## config.mk

```make
export PLATFORM = sky130hd
export DESIGN_NAME = interconnect_packet_sender
export DESIGN_NICKNAME = d
export VERILOG_FILES = /design/src/rtl/ic_pkg.sv /design/src/rtl/ic_tx_buffer.sv /design/src/rtl/interconnect_packet_sender.sv
export SDC_FILE = /design/constraint.sdc
export NUM_CORES = 1
export LEC_CHECK = 0
export ABC_AREA = 1
export BUFFER_PORTS_ARGS = -buffer_cell sky130_fd_sc_hd__buf_4
export CORE_MARGIN = 1
export CORE_UTILIZATION = 47
export DETAILED_ROUTE_END_ITERATION = 10
export PLACE_DENSITY_LB_ADDON = 0.12
export SLEW_MARGIN = 20
export SYNTH_ARGS = -nofsm -noshare
export SYNTH_HDL_FRONTEND = slang
export SYNTH_SLANG_ARGS = --single-unit
```

## constraint.sdc

```tcl
create_clock -name clk -period 4.6 [get_ports clk]
set_clock_uncertainty 0.2 [all_clocks]
set_input_delay 1.15 -clock clk [delete_from_list [all_inputs] [get_ports clk]]
set_output_delay 1.15 -clock clk [all_outputs]
set_load 0.01 [all_outputs]
```

## src/rtl/ic_pkg.sv

```systemverilog
// ic_pkg: shared encodings for the interconnect packet sender.
// Holds the word width, the FSM state encoding and the completion status codes.
package ic_pkg;

  localparam int IC_WORD_W = 32;

  localparam logic [2:0] S_IDLE  = 3'd0;
  localparam logic [2:0] S_START = 3'd1;
  localparam logic [2:0] S_BURST = 3'd2;
  localparam logic [2:0] S_WAIT  = 3'd3;
  localparam logic [2:0] S_DONE  = 3'd4;

  typedef enum logic [2:0] {
    IDLE      = S_IDLE,
    START     = S_START,
    BURST     = S_BURST,
    WAIT_RESP = S_WAIT,
    DONE      = S_DONE
  } state_e;

  localparam logic [1:0] ST_OK      = 2'b00;
  localparam logic [1:0] ST_ERR     = 2'b01;
  localparam logic [1:0] ST_TIMEOUT = 2'b10;

endpackage

```

## src/rtl/ic_tx_buffer.sv

```systemverilog
// ic_tx_buffer: DEPTH x IC_WORD_W register file that collects one packet.
// Sequential write port (write pointer + fill count), indexed read port,
// synchronous clear of the fill state and a full flag.
module ic_tx_buffer
  import ic_pkg::*;
#(
  parameter int DEPTH = 8
) (
  input  logic                     clk,
  input  logic                     rst_n,
  input  logic                     clear_i,
  input  logic                     wr_en_i,
  input  logic [IC_WORD_W-1:0]     wr_data_i,
  input  logic [$clog2(DEPTH)-1:0] rd_idx_i,
  output logic [IC_WORD_W-1:0]     rd_data_o,
  output logic                     full_o
);

  localparam int IdxW = $clog2(DEPTH);

  logic [IC_WORD_W-1:0] mem_q [DEPTH];
  logic [IdxW-1:0]      wptr_q;
  logic [IdxW:0]        count_q;

  assign full_o    = (count_q == (IdxW + 1)'(DEPTH));
  assign rd_data_o = mem_q[rd_idx_i];

  // Storage plus fill state; clear empties the buffer without touching the words
  always_ff @(posedge clk or negedge rst_n) begin
    if (!rst_n) begin
      wptr_q  <= '0;
      count_q <= '0;
      for (int i = 0; i < DEPTH; i++) begin
        mem_q[i] <= '0;
      end
    end else if (clear_i) begin
      wptr_q  <= '0;
      count_q <= '0;
    end else if (wr_en_i && !full_o) begin
      mem_q[wptr_q] <= wr_data_i;
      wptr_q        <= wptr_q + 1'b1;
      count_q       <= count_q + 1'b1;
    end
  end

endmodule

```

## src/rtl/interconnect_packet_sender.sv

```systemverilog
// interconnect_packet_sender: buffers PACKET_SIZE words from a local producer,
// sends them to the interconnect router as one packet (strobe + word burst)
// and reports the router's completion status upstream.
// Optional feature: define IC_SENDER_RETRY_EN to resend the packet after
// route_error, up to MAX_RETRY times.
module interconnect_packet_sender
  import ic_pkg::*;
#(
  parameter int PACKET_SIZE    = 8,
  parameter int TIMEOUT_CYCLES = 64
`ifdef IC_SENDER_RETRY_EN
  ,
  parameter int MAX_RETRY      = 3
`endif
) (
  input  logic                 clk,
  input  logic                 rst_n,
  input  logic                 load_valid,
  output logic                 load_ready,
  input  logic [IC_WORD_W-1:0] load_data,
  input  logic                 tx_start,
  input  logic [IC_WORD_W-1:0] tx_src_addr,
  input  logic [IC_WORD_W-1:0] tx_dest_addr,
  output logic                 tx_busy,
  output logic                 packet_send,
  output logic [IC_WORD_W-1:0] src_addr,
  output logic [IC_WORD_W-1:0] dest_addr,
  output logic [IC_WORD_W-1:0] packet_data,
  input  logic                 route_ready,
  input  logic                 route_error,
  input  logic [IC_WORD_W-1:0] routed_addr,
  input  logic [IC_WORD_W-1:0] routed_data,
  output logic                 done,
  output logic [1:0]           done_status,
  output logic [IC_WORD_W-1:0] resp_addr,
  output logic [IC_WORD_W-1:0] resp_data
);

  localparam int IdxW = $clog2(PACKET_SIZE);

  state_e               state_q, state_d;
  logic [IdxW-1:0]      idx_q, idx_d;
  logic [7:0]           timer_q, timer_d;
  logic [IC_WORD_W-1:0] src_q, src_d, dest_q, dest_d;
  logic [IC_WORD_W-1:0] raddr_q, raddr_d, rdata_q, rdata_d;
  logic [1:0]           status_q, status_d;

  logic                 buf_full, buf_clear, buf_wr;
  logic [IdxW-1:0]      rd_idx;
  logic [IC_WORD_W-1:0] rd_word;

`ifdef IC_SENDER_RETRY_EN
  localparam int RetryW = $clog2(MAX_RETRY + 1);
  logic [RetryW-1:0]    retry_q, retry_d;
`endif

  // Loads are only taken while idle; reset forces the handshake low
  assign load_ready = rst_n && (state_q == IDLE) && !buf_full;
  assign buf_wr     = load_valid && load_ready;
  assign rd_idx     = (state_q == BURST) ? idx_q : '0;

  ic_tx_buffer #(
    .DEPTH (PACKET_SIZE)
  ) u_buf (
    .clk       (clk),
    .rst_n     (rst_n),
    .clear_i   (buf_clear),
    .wr_en_i   (buf_wr),
    .wr_data_i (load_data),
    .rd_idx_i  (rd_idx),
    .rd_data_o (rd_word),
    .full_o    (buf_full)
  );

  assign packet_send = (state_q == START);
  assign packet_data = ((state_q == START) || (state_q == BURST)) ? rd_word : '0;
  assign tx_busy     = (state_q == START) || (state_q == BURST) || (state_q == WAIT_RESP);
  assign done        = (state_q == DONE);
  assign done_status = status_q;
  assign src_addr    = src_q;
  assign dest_addr   = dest_q;
  assign resp_addr   = raddr_q;
  assign resp_data   = rdata_q;

  // Next-state logic: packet sequencing, response timer, status and capture
  always_comb begin
    state_d   = state_q;
    idx_d     = idx_q;
    timer_d   = '0;
    src_d     = src_q;
    dest_d    = dest_q;
    raddr_d   = raddr_q;
    rdata_d   = rdata_q;
    status_d  = status_q;
    buf_clear = 1'b0;
`ifdef IC_SENDER_RETRY_EN
    retry_d   = retry_q;
`endif
    case (state_q)
      IDLE: begin
        if (tx_start && buf_full) begin
          src_d   = tx_src_addr;
          dest_d  = tx_dest_addr;
          state_d = START;
        end
      end
      START: begin
        idx_d   = '0;
        state_d = BURST;
      end
      BURST: begin
        if (idx_q == IdxW'(PACKET_SIZE - 1)) begin
          state_d = WAIT_RESP;
        end else begin
          idx_d = idx_q + 1'b1;
        end
      end
      WAIT_RESP: begin
        timer_d = timer_q + 8'd1;
        if (route_error) begin
`ifdef IC_SENDER_RETRY_EN
          if (retry_q < RetryW'(MAX_RETRY)) begin
            retry_d = retry_q + 1'b1;
            state_d = START;
          end else begin
            status_d = ST_ERR;
            state_d  = DONE;
          end
`else
          status_d = ST_ERR;
          state_d  = DONE;
`endif
        end else if (route_ready) begin
          raddr_d  = routed_addr;
          rdata_d  = routed_data;
          status_d = ST_OK;
          state_d  = DONE;
        end else if (timer_q == 8'(TIMEOUT_CYCLES - 1)) begin
          status_d = ST_TIMEOUT;
          state_d  = DONE;
        end
      end
      DONE: begin
        buf_clear = 1'b1;
        state_d   = IDLE;
`ifdef IC_SENDER_RETRY_EN
        retry_d   = '0;
`endif
      end
      default: state_d = IDLE;
    endcase
  end

  // State register and held packet/response values
  always_ff @(posedge clk or negedge rst_n) begin
    if (!rst_n) begin
      state_q  <= IDLE;
      idx_q    <= '0;
      timer_q  <= '0;
      src_q    <= '0;
      dest_q   <= '0;
      raddr_q  <= '0;
      rdata_q  <= '0;
      status_q <= ST_OK;
    end else begin
      state_q  <= state_d;
      idx_q    <= idx_d;
      timer_q  <= timer_d;
      src_q    <= src_d;
      dest_q   <= dest_d;
      raddr_q  <= raddr_d;
      rdata_q  <= rdata_d;
      status_q <= status_d;
    end
  end

`ifdef IC_SENDER_RETRY_EN
  // Resend attempt counter for the packet in flight
  always_ff @(posedge clk or negedge rst_n) begin
    if (!rst_n) begin
      retry_q <= '0;
    end else begin
      retry_q <= retry_d;
    end
  end
`endif

endmodule

```

# Word level (Yosys, flattened, before mapping)

Index checks and enable logic that the tools add are counted.

$add $sub $neg: 4
Multiply operators: 0
Div/mod/pow operators: 0
Order comparisons: 3
Equal/unequal tests: 11
Shifts and indexed selects: 0
Mux-type cells: 25
Bitwise operators: 4
Reductions and logical operators: 19

Operators by type and width:

| operator              | count |
|---|---|
| $bwmux W256           | 1 |
| $mux W32              | 4 |
| $bmux W32 S3          | 1 |
| $demux W32 S3         | 1 |
| $mux W3               | 9 |
| $pmux W3 S4           | 1 |
| $add A8 B1 Y8 const B | 1 |
| $eq A8 B6 Y1 const B  | 1 |
| $ge A4 B4 Y1 const B  | 2 |
| $mux W4               | 2 |
| $mux W8               | 1 |
| $not A3 Y4            | 2 |
| $reduce_and A2 Y1     | 4 |
| $add A3 B1 Y3 const B | 2 |
| $eq A3 B2 Y1 const B  | 2 |
| $eq A3 B3 Y1 const B  | 2 |
| $logic_and A1 B1 Y1   | 6 |
| $mux W2               | 3 |
| $pmux W3 S2           | 1 |
| $reduce_and A3 Y1     | 2 |
| $add A4 B1 Y4 const B | 1 |
| $eq A4 B4 Y1 const B  | 1 |
| $lt A4 B1 Y1 const B  | 1 |
| $ne A2 B1 Y1 const B  | 2 |
| 10 further kinds      | 13 |

Bits in registers: 407
Bits in latches: 0
RAM bits: 0
Bits in read-only memories: 0
Word-level logic and storage cells: 84
Memories kept: 0

# Depth between registers and ports, before layout

Gate-level depths: netlist (run 1).

Depth after elaboration: 7
Depth in mapped cells: 11

# Modules after synthesis

Synthesis (run 1) repeated with hierarchy kept, for this count alone.

Cell total of the unflattened synthesis: 2719
Area total of the unflattened synthesis: 21144.0 um^2

Modules (own cells, without submodules):

| module                     | instances | cells an instance | area each (um^2) | seq. area each (um^2) |
|---|---|---|---|---|
| ic_tx_buffer               | 1         | 2006              | 14818.0          | 6581.3 |
| interconnect_packet_sender | 1         | 713               | 6326.1           | 3603.5 |

# Worst setup path before layout (run 1)

OpenSTA, ideal clock, no wires.

Path type: reg-to-output
Start point: register state_q[1]
End point: output port packet_data[10]
Data arrival time: 1.737 ns
Required time: 3.250 ns
Path slack: 1.513 ns
Stages on the path, launching flop included: 8
Path buffers: 2
Cells stage by stage: dfrtp_1 > buf_2 > nor3_1 > inv_1 > nand2_1 > clkbuf_1 > nand2_1 > nor2_1

Elaborated cells on any way between the ends: 9

RTL lines:

| element                | RTL line                          | source |
|---|---|---|
| start, declared        | interconnect_packet_sender.sv:41  | `state_e state_q, state_d;` |
| start signal, assigned | interconnect_packet_sender.sv:166 | `state_q <= state_d;` |
| $eq A3 B1 Y1           | -                                 |  |
| named net packet_send  | interconnect_packet_sender.sv:25  | `output logic packet_send,` |
| $logic_or A1 B1 Y1     | interconnect_packet_sender.sv:76  | `assign packet_data = ((state_q == START) \|\| (state_q == BURST)) ? rd_word : '0;` |
| $mux W32               | interconnect_packet_sender.sv:76  |  |
| end, declared          | interconnect_packet_sender.sv:28  | `output logic [IC_WORD_W-1:0] packet_data,` |

The timed path passes the listed nets, and every way through them passes these cells. The select of a mux whose other input is x is not followed.

# Final worst setup path (run 1)

Start point: register state_q[1]
End point: output port packet_data[10]

Cells in the longest elaborated chain, start to end: 7
Elaborated cells on any way between the ends: 9

Ends and longest elaborated chain:

| element                                     | RTL line                                                           | source |
|---|---|---|
| $eq A3 B2 Y1                                | interconnect_packet_sender.sv:60, interconnect_packet_sender.sv:76 |  |
| $mux W3                                     | interconnect_packet_sender.sv:60                                   | `assign rd_idx = (state_q == BURST) ? idx_q : '0;` |
| $not A3 Y4 (not written as such)            | ic_tx_buffer.sv:26                                                 | `assign rd_data_o = mem_q[rd_idx_i];` |
| $bmux W32 S3                                | ic_tx_buffer.sv:26                                                 |  |
| $mux W32 (not written as such) (2 in a row) | ic_tx_buffer.sv:26                                                 |  |
| $mux W32 *                                  | interconnect_packet_sender.sv:76                                   |  |

Every way passes the cells marked *; elsewhere a longest branch is shown, timed or not. The select of a mux whose other input is x is not followed.

==> results of run 1 <==
==> critical path, cell delays in order, from the launching register on <==
cell and delay (ns):
sky130_fd_sc_hd__dfrtp_4 0.69, sky130_fd_sc_hd__buf_4 0.75, sky130_fd_sc_hd__nand4_1 0.19, sky130_fd_sc_hd__nand3_1 0.13, sky130_fd_sc_hd__nand2_1 0.05, sky130_fd_sc_hd__nand2_1 0.05
sky130_fd_sc_hd__nand2_1 0.06, sky130_fd_sc_hd__nor2_1 0.18, sky130_fd_sc_hd__buf_4 0.16
==> final timing paths <==
kind	to	from
max in group asynchronous	u_buf.mem_q[153]$_DFFE_PN0P_	rst_n
max	packet_data[10]	state_q[1]$_DFFE_PN0P_
min in group asynchronous	u_buf.mem_q[130]$_DFFE_PN0P_	rst_n
min	timer_q[0]$_DFF_PN0_	timer_q[0]$_DFF_PN0_
max reg2reg	resp_data[23]$_DFFE_PN0P_	state_q[1]$_DFFE_PN0P_
min reg2reg	timer_q[0]$_DFF_PN0_	timer_q[0]$_DFF_PN0_
==> cells in the final DEF (no fill, tap or decap), types with 47 or more instances in the layout <==
cell type                     n
sky130_fd_sc_hd__buf_4      359
sky130_fd_sc_hd__nand3_1    139
sky130_fd_sc_hd__dfrtp_1    405
sky130_fd_sc_hd__nand4_1    130
sky130_fd_sc_hd__inv_1      119
sky130_fd_sc_hd__nand2_1    584
sky130_fd_sc_hd__nor2_1      54
sky130_fd_sc_hd__o21ai_0    289
sky130_fd_sc_hd__mux2_2      64
sky130_fd_sc_hd__clkbuf_16   47
==> per-layer routing <==
layer	global-route usage (%)	up-vias	share of wire, %	routed length, um
met5	0	-	0	0
met4	8.699	0	2.4	1211
met3	6.915	83	8.1	4105
met2	43.26	496	48	24020
met1	34.54	7299	42	21180
li1	-	7304	-	-
==> registers in the layout, summed over array words and instances, names as in the netlist, 3 cells and up <==
| signal | flops |
|---|---|
| resp_data | 32 |
| state_q | 3 |
| resp_addr | 32 |
| src_addr | 32 |
| u_buf.wptr_q | 3 |
| idx_q | 3 |
| u_buf.count_q | 4 |
| u_buf.mem_q | 256 |
| timer_q | 8 |
| dest_addr | 32 |
==> cell families after synthesis <==
kind of cell	count (synthesis)	share of synthesized area, %
buffers and inverters	269	5.800
flip-flops	407	56.75
adder cells (fa/ha/maj)	6	0.4183
AO/OA/AOI/OAI	366	10.24
multiplexers	64	4.016
XOR/XNOR	3	0.1464
AND/OR/NAND/NOR	929	22.63
==> layout make-up <==
cell class | instances | area, um2
clock buffer | 63 | 1306
clock inverter | 14 | 161.4
fill | 3368 | 15290
inverter | 120 | 450.4
multi-input combinational | 1368 | 6756
sequential | 407 | 10190
tap | 511 | 639.4
timing repair buffer | 364 | 2781
==> metrics by stage <==
| stage | hold slack (ns) | instances | area (um2) | setup slack, ns |
|---|---|---|---|---|
| after floorplan | 0.2329 | 2044 | 17950 | 1.513 |
| after global placement | 0.2512 | 2770 | 20820 | 1.002 |
| after detailed placement | 0.2536 | 2770 | 20820 | 0.9979 |
| after CTS | 0.2612 | 2847 | 22280 | 0.3707 |
| after global routing | 0.3048 | 2847 | 22290 | 0.2326 |
| final | 0.2599 | 2847 | 22290 | 0.3392 |
==> where the power goes <==
| part | switching (W) | total, W | internal, W |
|---|---|---|---|
| sequential | 0.000952 | 0.00605 | 0.00510 |
| clock | 0.00147 | 0.00361 | 0.00214 |
| combinational | 0.00276 | 0.00483 | 0.00207 |
| total | 0.00518 | 0.0145 | 0.00931 |
==> impl_results.rst, run 1 <==
.. list-table::
   :header-rows: 1

   * - Metric
     - Value
   * - Result of the run
     - complete, no violations
   * - Arrival time of the worst setup path
     - 2.91 ns
   * - Yosys warns
     - 0
   * - Clock latency on the worst-skew pair
     - 0.57 ns
   * - Max-cap viol count
     - 0
   * - Transition time at the pin with the least slew margin
     - 0.9519 ns
   * - Routability cong.
     - 0.7788
   * - Cell type with the largest total area after synthesis
     - sky130_fd_sc_hd__dfrtp_1
   * - RSZ-0062 raised after global routing
     - no
   * - H-tree depth
     - 2
   * - Static leakage power
     - 11.41 nW
   * - Fraction of post-synthesis cell area in the top cell type by area
     - 56.75%
   * - Die Span X
     - 197.4 um
   * - Vertical die dimension
     - 197.4 um
   * - Number of antenna violations at the first check in global routing
     - 0
   * - Power per Cell Area
     - 650.0 mW/mm2
   * - Synthesized netlist net count
     - 2,216
   * - Period Utilization, post-route
     - 92.63%
   * - Sequential-to-total area share from yosys stat
     - 56.75%
   * - Initial cell density of the core
     - 47.76%
   * - Dominant cell by count in the synthesized netlist
     - sky130_fd_sc_hd__nand2_1
   * - Quantity of hold-fixing buffers added after cts
     - 0
   * - Clock tree from TritonCTS
     - yes
   * - Wire length of the first global-routing pass
     - 82,170 um
   * - Synthesized netlist cell count
     - 2,044
   * - Setup bufs post-CTS
     - 0
   * - Residual antenna-violating net count after detailed routing
     - 0
   * - Io pins
     - 332
   * - Worst setup SP type
     - register
   * - Area of the core
     - 0.03758 mm2
   * - Average instance area after synthesis
     - 8.780 um2
   * - Asr flop ratio synth
     - 100.0%
   * - Clock period minus final worst setup slack
     - 4.261 ns
   * - Area contributors post-synth
     - sky130_fd_sc_hd__dfrtp_1 57%, sky130_fd_sc_hd__nand2_1 12%, sky130_fd_sc_hd__o21ai_0 8.1%, sky130_fd_sc_hd__nand4_1 4.5%, sky130_fd_sc_hd__mux2_2 4.0%
   * - Via total after detailed routing
     - 15.18k
   * - Hold Crit Class
     - reg2reg
   * - Drt wl/cell
     - 17.74 um
   * - Share of the core filled with cells in the final layout
     - 59.31%
   * - Highest fanout seen on the critical path
     - 72
   * - Max Clock Freq
     - 0.2347 GHz
   * - Number of nets in the finished design
     - 2,478
   * - Total count of max-transition violations in the final report
     - 0
   * - Port Buffers
     - 331
   * - Longest Clk Path Bufs
     - 3
   * - Worst IR drop on VDD
     - 0.4321 mV
   * - Clock Sink Count
     - 407
   * - Detailed-route vias per instance
     - 5.333
   * - Gr ovfl total
     - 0
   * - Count of final hold-check violations
     - 0
   * - Final total negative setup slack
     - 0 ns
   * - Synth unique cells
     - 28
   * - Antenna Diode Count
     - 0
   * - Total power
     - 0.01449 W
   * - Total routing usage reported by global routing
     - 26.57%
   * - EDFF count, synth
     - 0
   * - Synthesized flop and latch total
     - 407
   * - Overall routed net length
     - 50,520 um
   * - Worst r2r path cells
     - 6
   * - Largest net degree at the start of global routing
     - 80
   * - # rows
     - 71
   * - Hold Path Cell Cnt
     - 1
   * - DRC errors left
     - 0
   * - Setup CP Type
     - reg2out
   * - Crit path required time
     - 3.25 ns
   * - Synth Cell Area
     - 0.01795 mm2
   * - Fraction of layout instances using a drive strength above 1
     - 22.05%
   * - Synth top cells by count
     - 586 x sky130_fd_sc_hd__nand2_1, 407 x sky130_fd_sc_hd__dfrtp_1, 289 x sky130_fd_sc_hd__o21ai_0
   * - Clock root buffer
     - sky130_fd_sc_hd__clkbuf_16
   * - Reg-to-reg setup timing slack
     - 1.45 ns
   * - Relative slew slack
     - 36.54%
   * - CTS clock-pin slew for the worst setup and hold paths
     - 0.06 ns
   * - Starting DRC count in detailed routing
     - 1,025
   * - Half-perimeter wire length after detailed placement
     - 30,730 um
   * - Number of CTS-inserted buffers
     - 45
   * - Router iterations before antenna repair
     - 5
   * - Number of cells upsized or downsized after cts
     - 0
   * - Most used flip-flop cell after synthesis
     - sky130_fd_sc_hd__dfrtp_1
   * - Area grow syn2layout
     - 24.18%
   * - Via count of the first global-routing pass
     - 15.32k
   * - Category of the worst setup path capture point
     - output pin
   * - Final setup violation count
     - 0
   * - Die area
     - 0.03897 mm2
No activity file was read; power rests on OpenSTA's default activity.
==> run 2, diff against run 1 <==
CELL_PAD_IN_SITES_DETAIL_PLACEMENT = 1   (was not set)
CELL_PAD_IN_SITES_GLOBAL_PLACEMENT = 1   (was not set)
CORE_UTILIZATION = 45   (was 47)
SKIP_LAST_GASP = 1   (was not set)
==> impl_results.rst, run 2 (synthesized netlist as in run 1, its figures left out) <==
.. list-table::
   :header-rows: 1

   * - Metric
     - Value
   * - Result of the run
     - complete, no violations
   * - Seq. cell area
     - 0.01019 mm2 (unchanged)
   * - Arrival time of the worst setup path
     - 3.00 ns (+0.09 ns)
   * - Final total negative setup slack
     - 0 ns (unchanged)
   * - Detailed-route vias per instance
     - 5.494 (+3.0%)
   * - Worst hold slack
     - 0.2078 ns (-0.05210 ns)
   * - Pre-CTS setup slack
     - 0.8682 ns (-0.1297 ns)
   * - Startpoint of the lowest-slack register-to-register path
     - state_q[2]$_DFFE_PN0P_
   * - Starting DRC count in detailed routing
     - 907 (-12%)
   * - List of cells traversed by the critical path
     - nor2_4, buf_4, nand3_4, buf_12, nand2_1, nand3_1, nand2_1, nand2_1, nand2_1, nor2_1, buf_4
   * - Crit path required time
     - 3.25 ns (about the same)
   * - Half-perimeter wire length after detailed placement
     - 36,030 um (+17%)
   * - Overall routed net length
     - 57,660 um (+14%)
   * - Area of the core
     - 0.03901 mm2 (+3.8%)
   * - Port Buffers
     - 331 (unchanged)
   * - Largest net degree at the start of global routing
     - 152 (+90%)
   * - Number of nets in the finished design
     - 2,476 (-0.081%)
   * - Hold Crit Class
     - in2async
   * - Number of cells upsized or downsized after cts
     - 0 (unchanged)
   * - Commonest non-fill, non-tap cell in the layout
     - sky130_fd_sc_hd__nand2_1
   * - Total power
     - 0.01480 W (+2.2%)
   * - Buffering stage count on the worst path with inverters included
     - 3 (+1)
   * - Delay-heaviest family, CP
     - buffers and inverters
   * - Max-cap viol count
     - 0 (unchanged)
   * - Total routing usage reported by global routing
     - 28.95% (+2.4 points)
   * - Period Utilization, post-route
     - 94.48% (+1.9 points)
   * - RSZ-0062 raised after global routing
     - no
   * - CTS clock-pin slew for the worst setup and hold paths
     - 0.06 ns (about the same)
   * - Area of the multi-input gates
     - 0.006756 mm2 (unchanged)
   * - Max Clock Freq
     - 0.2301 GHz (-2.0%)
   * - Die area
     - 0.04068 mm2 (+4.4%)
   * - Via count of the first global-routing pass
     - 16.97k (+11%)
   * - Drt wl/cell
     - 20.17 um (+14%)
   * - Critical path origin
     - state_q[2]$_DFFE_PN0P_
   * - Via total after detailed routing
     - 15.71k (+3.5%)
   * - CP max stage cell
     - sky130_fd_sc_hd__buf_4
   * - Quantity of hold-fixing buffers added after cts
     - 0 (unchanged)
   * - Category of the worst setup path capture point
     - output pin
   * - # rows
     - 72 (+1.4%)
   * - Fill count
     - 4,525 (+34%)
   * - Clock root buffer
     - sky130_fd_sc_hd__clkbuf_16
   * - Gr ovfl total
     - 0 (unchanged)
   * - Wire length of the first global-routing pass
     - 93,510 um (+14%)
   * - Reg-to-reg setup timing slack
     - 1.18 ns (-0.27 ns)
   * - Power per Cell Area
     - 662.3 mW/mm2 (+1.9%)
   * - Io pins
     - 332 (unchanged)
   * - Worst setup SP type
     - register
   * - Post-layout worst setup margin
     - 0.2539 ns (-0.08532 ns)
   * - Setup CP Type
     - reg2out
   * - Area grow syn2layout
     - 24.55%
   * - Transition time at the pin with the least slew margin
     - 0.8799 ns (-0.07201 ns)
   * - Worst IR drop on VDD
     - 0.4658 mV (+7.8%)
   * - Vertical die dimension
     - 201.7 um (+2.2%)
   * - Clock latency on the worst-skew pair
     - 0.58 ns (about the same)
   * - Worst r2r dst
     - u_buf.mem_q[175]$_DFFE_PN0P_
   * - Count of final hold-check violations
     - 0 (unchanged)
   * - Number of antenna violations at the first check in global routing
     - 3 (+3)
   * - Router iterations before antenna repair
     - 5 (unchanged)
   * - Biggest register
     - u_buf.mem_q
   * - Worst path max stage delay
     - 0.61 ns (-0.14 ns)
   * - Worst r2r path cells
     - 11 (+5)
   * - Highest-count cells in the layout ignoring fill and taps
     - 584 x sky130_fd_sc_hd__nand2_1, 405 x sky130_fd_sc_hd__dfrtp_1, 355 x sky130_fd_sc_hd__buf_4, 289 x sky130_fd_sc_hd__o21ai_0, 139 x sky130_fd_sc_hd__nand3_1
   * - Clock tree from TritonCTS
     - yes
   * - Final setup violation count
     - 0 (unchanged)
   * - Longest Clk Path Bufs
     - 3 (unchanged)
   * - Relative slew slack
     - 41.34% (+4.8 points)
   * - Total count of max-transition violations in the final report
     - 0 (unchanged)
   * - Setup bufs post-CTS
     - 0 (unchanged)
   * - Clock period minus final worst setup slack
     - 4.346 ns (+0.08532 ns)
   * - Residual antenna-violating net count after detailed routing
     - 0 (unchanged)
   * - Cell repeated most along the worst path
     - sky130_fd_sc_hd__nand2_1
   * - Static leakage power
     - 11.44 nW (+0.24%)
   * - Number of CTS-inserted buffers
     - 45 (unchanged)
   * - Flip-flop count of the largest register after layout
     - 256 (unchanged)
   * - Clock Sink Count
     - 407 (unchanged)
   * - Die Span X
     - 201.7 um (+2.2%)
   * - DRC errors left
     - 0 (unchanged)
   * - Initial cell density of the core
     - 46.01% (-1.8 points)
   * - Routability cong.
     - 0.7820 (+0.41%)
   * - H-tree depth
     - 2 (unchanged)
   * - Fraction of layout instances using a drive strength above 1
     - 21.98% (-0.062 points)
   * - Logic depth of the worst setup path including buffers
     - 11 (+3)
   * - Highest fanout seen on the critical path
     - 69 (-4.2%)
[run 2: changes by cell type in the layout (fill, tap and decap cells not counted), sizes merged]
cell,delta
clkbuf,+9
diode,+3
buf,-2
clkinv,-2
bufinv,-1
clkinvlp,-1
inv,-1
[run 2: routing by layer]
layer  up-vias  wire length [um]  part of all wire, %  track usage, %
met5         -                 0                    0               0
met4         0              1474                  2.6           9.118
met3        97              3942                  6.8           8.228
met2       394             28700                   50           48.44
met1      7902             23540                   41           36.17
li1       7313                 -                    -               -
[run 2: area by class of cell]
| class | count | share of cell area, % |
|---|---|---|
| sequential | 407 | 45.60 |
| antenna | 3 | 0.03358 |
| tap | 518 | 2.899 |
| timing repair buffer | 362 | 12.53 |
| clock inverter | 9 | 0.4422 |
| inverter | 120 | 2.015 |
| clock buffer | 72 | 6.263 |
| multi-input combinational | 1368 | 30.23 |
[run 2: metrics by stage]
step           std cells  cell area, um2  utilization [%]
2_1_floorplan       2044           17950                -
3_3_place_gp        2775           20850            53.45
3_5_place_dp        2775           20850            53.45
4_1_cts             2856           22350            57.29
5_1_grt             2859           22350            57.31
6_report            2859           22350            57.31
[run 2: how the worst max path moves through the flow]
| stage | end |
|---|---|
| 6_report | packet_data[3] |
| 5_1_grt | packet_data[20] |
| 4_1_cts | packet_data[15] |
| 3_5_place_dp | packet_data[3] |
| 3_3_place_gp | packet_data[3] |
| 2_1_floorplan | packet_data[10] |
[run 2: worst reg2reg max path: stages (launching register included)]
cell and delay (ns):
sky130_fd_sc_hd__dfrtp_1 0.44, sky130_fd_sc_hd__nor2_4 0.15, sky130_fd_sc_hd__buf_4 0.39, sky130_fd_sc_hd__nand2_1 0.17, sky130_fd_sc_hd__inv_1 0.12, sky130_fd_sc_hd__nand2_1 0.13
sky130_fd_sc_hd__nor3_4 0.39, sky130_fd_sc_hd__buf_4 0.28, sky130_fd_sc_hd__nand2_2 0.33, sky130_fd_sc_hd__buf_4 0.44, sky130_fd_sc_hd__nand2_1 0.13, sky130_fd_sc_hd__o21ai_0 0.11
[run 2: power by group]
group | switching, W | total [W] | internal (W) | leakage, nW
clock network | 0.00147 | 0.00366 | 0.00219 | 0.743
registers | 0.000998 | 0.00610 | 0.00510 | 5.35
logic | 0.00297 | 0.00505 | 0.00208 | 5.35
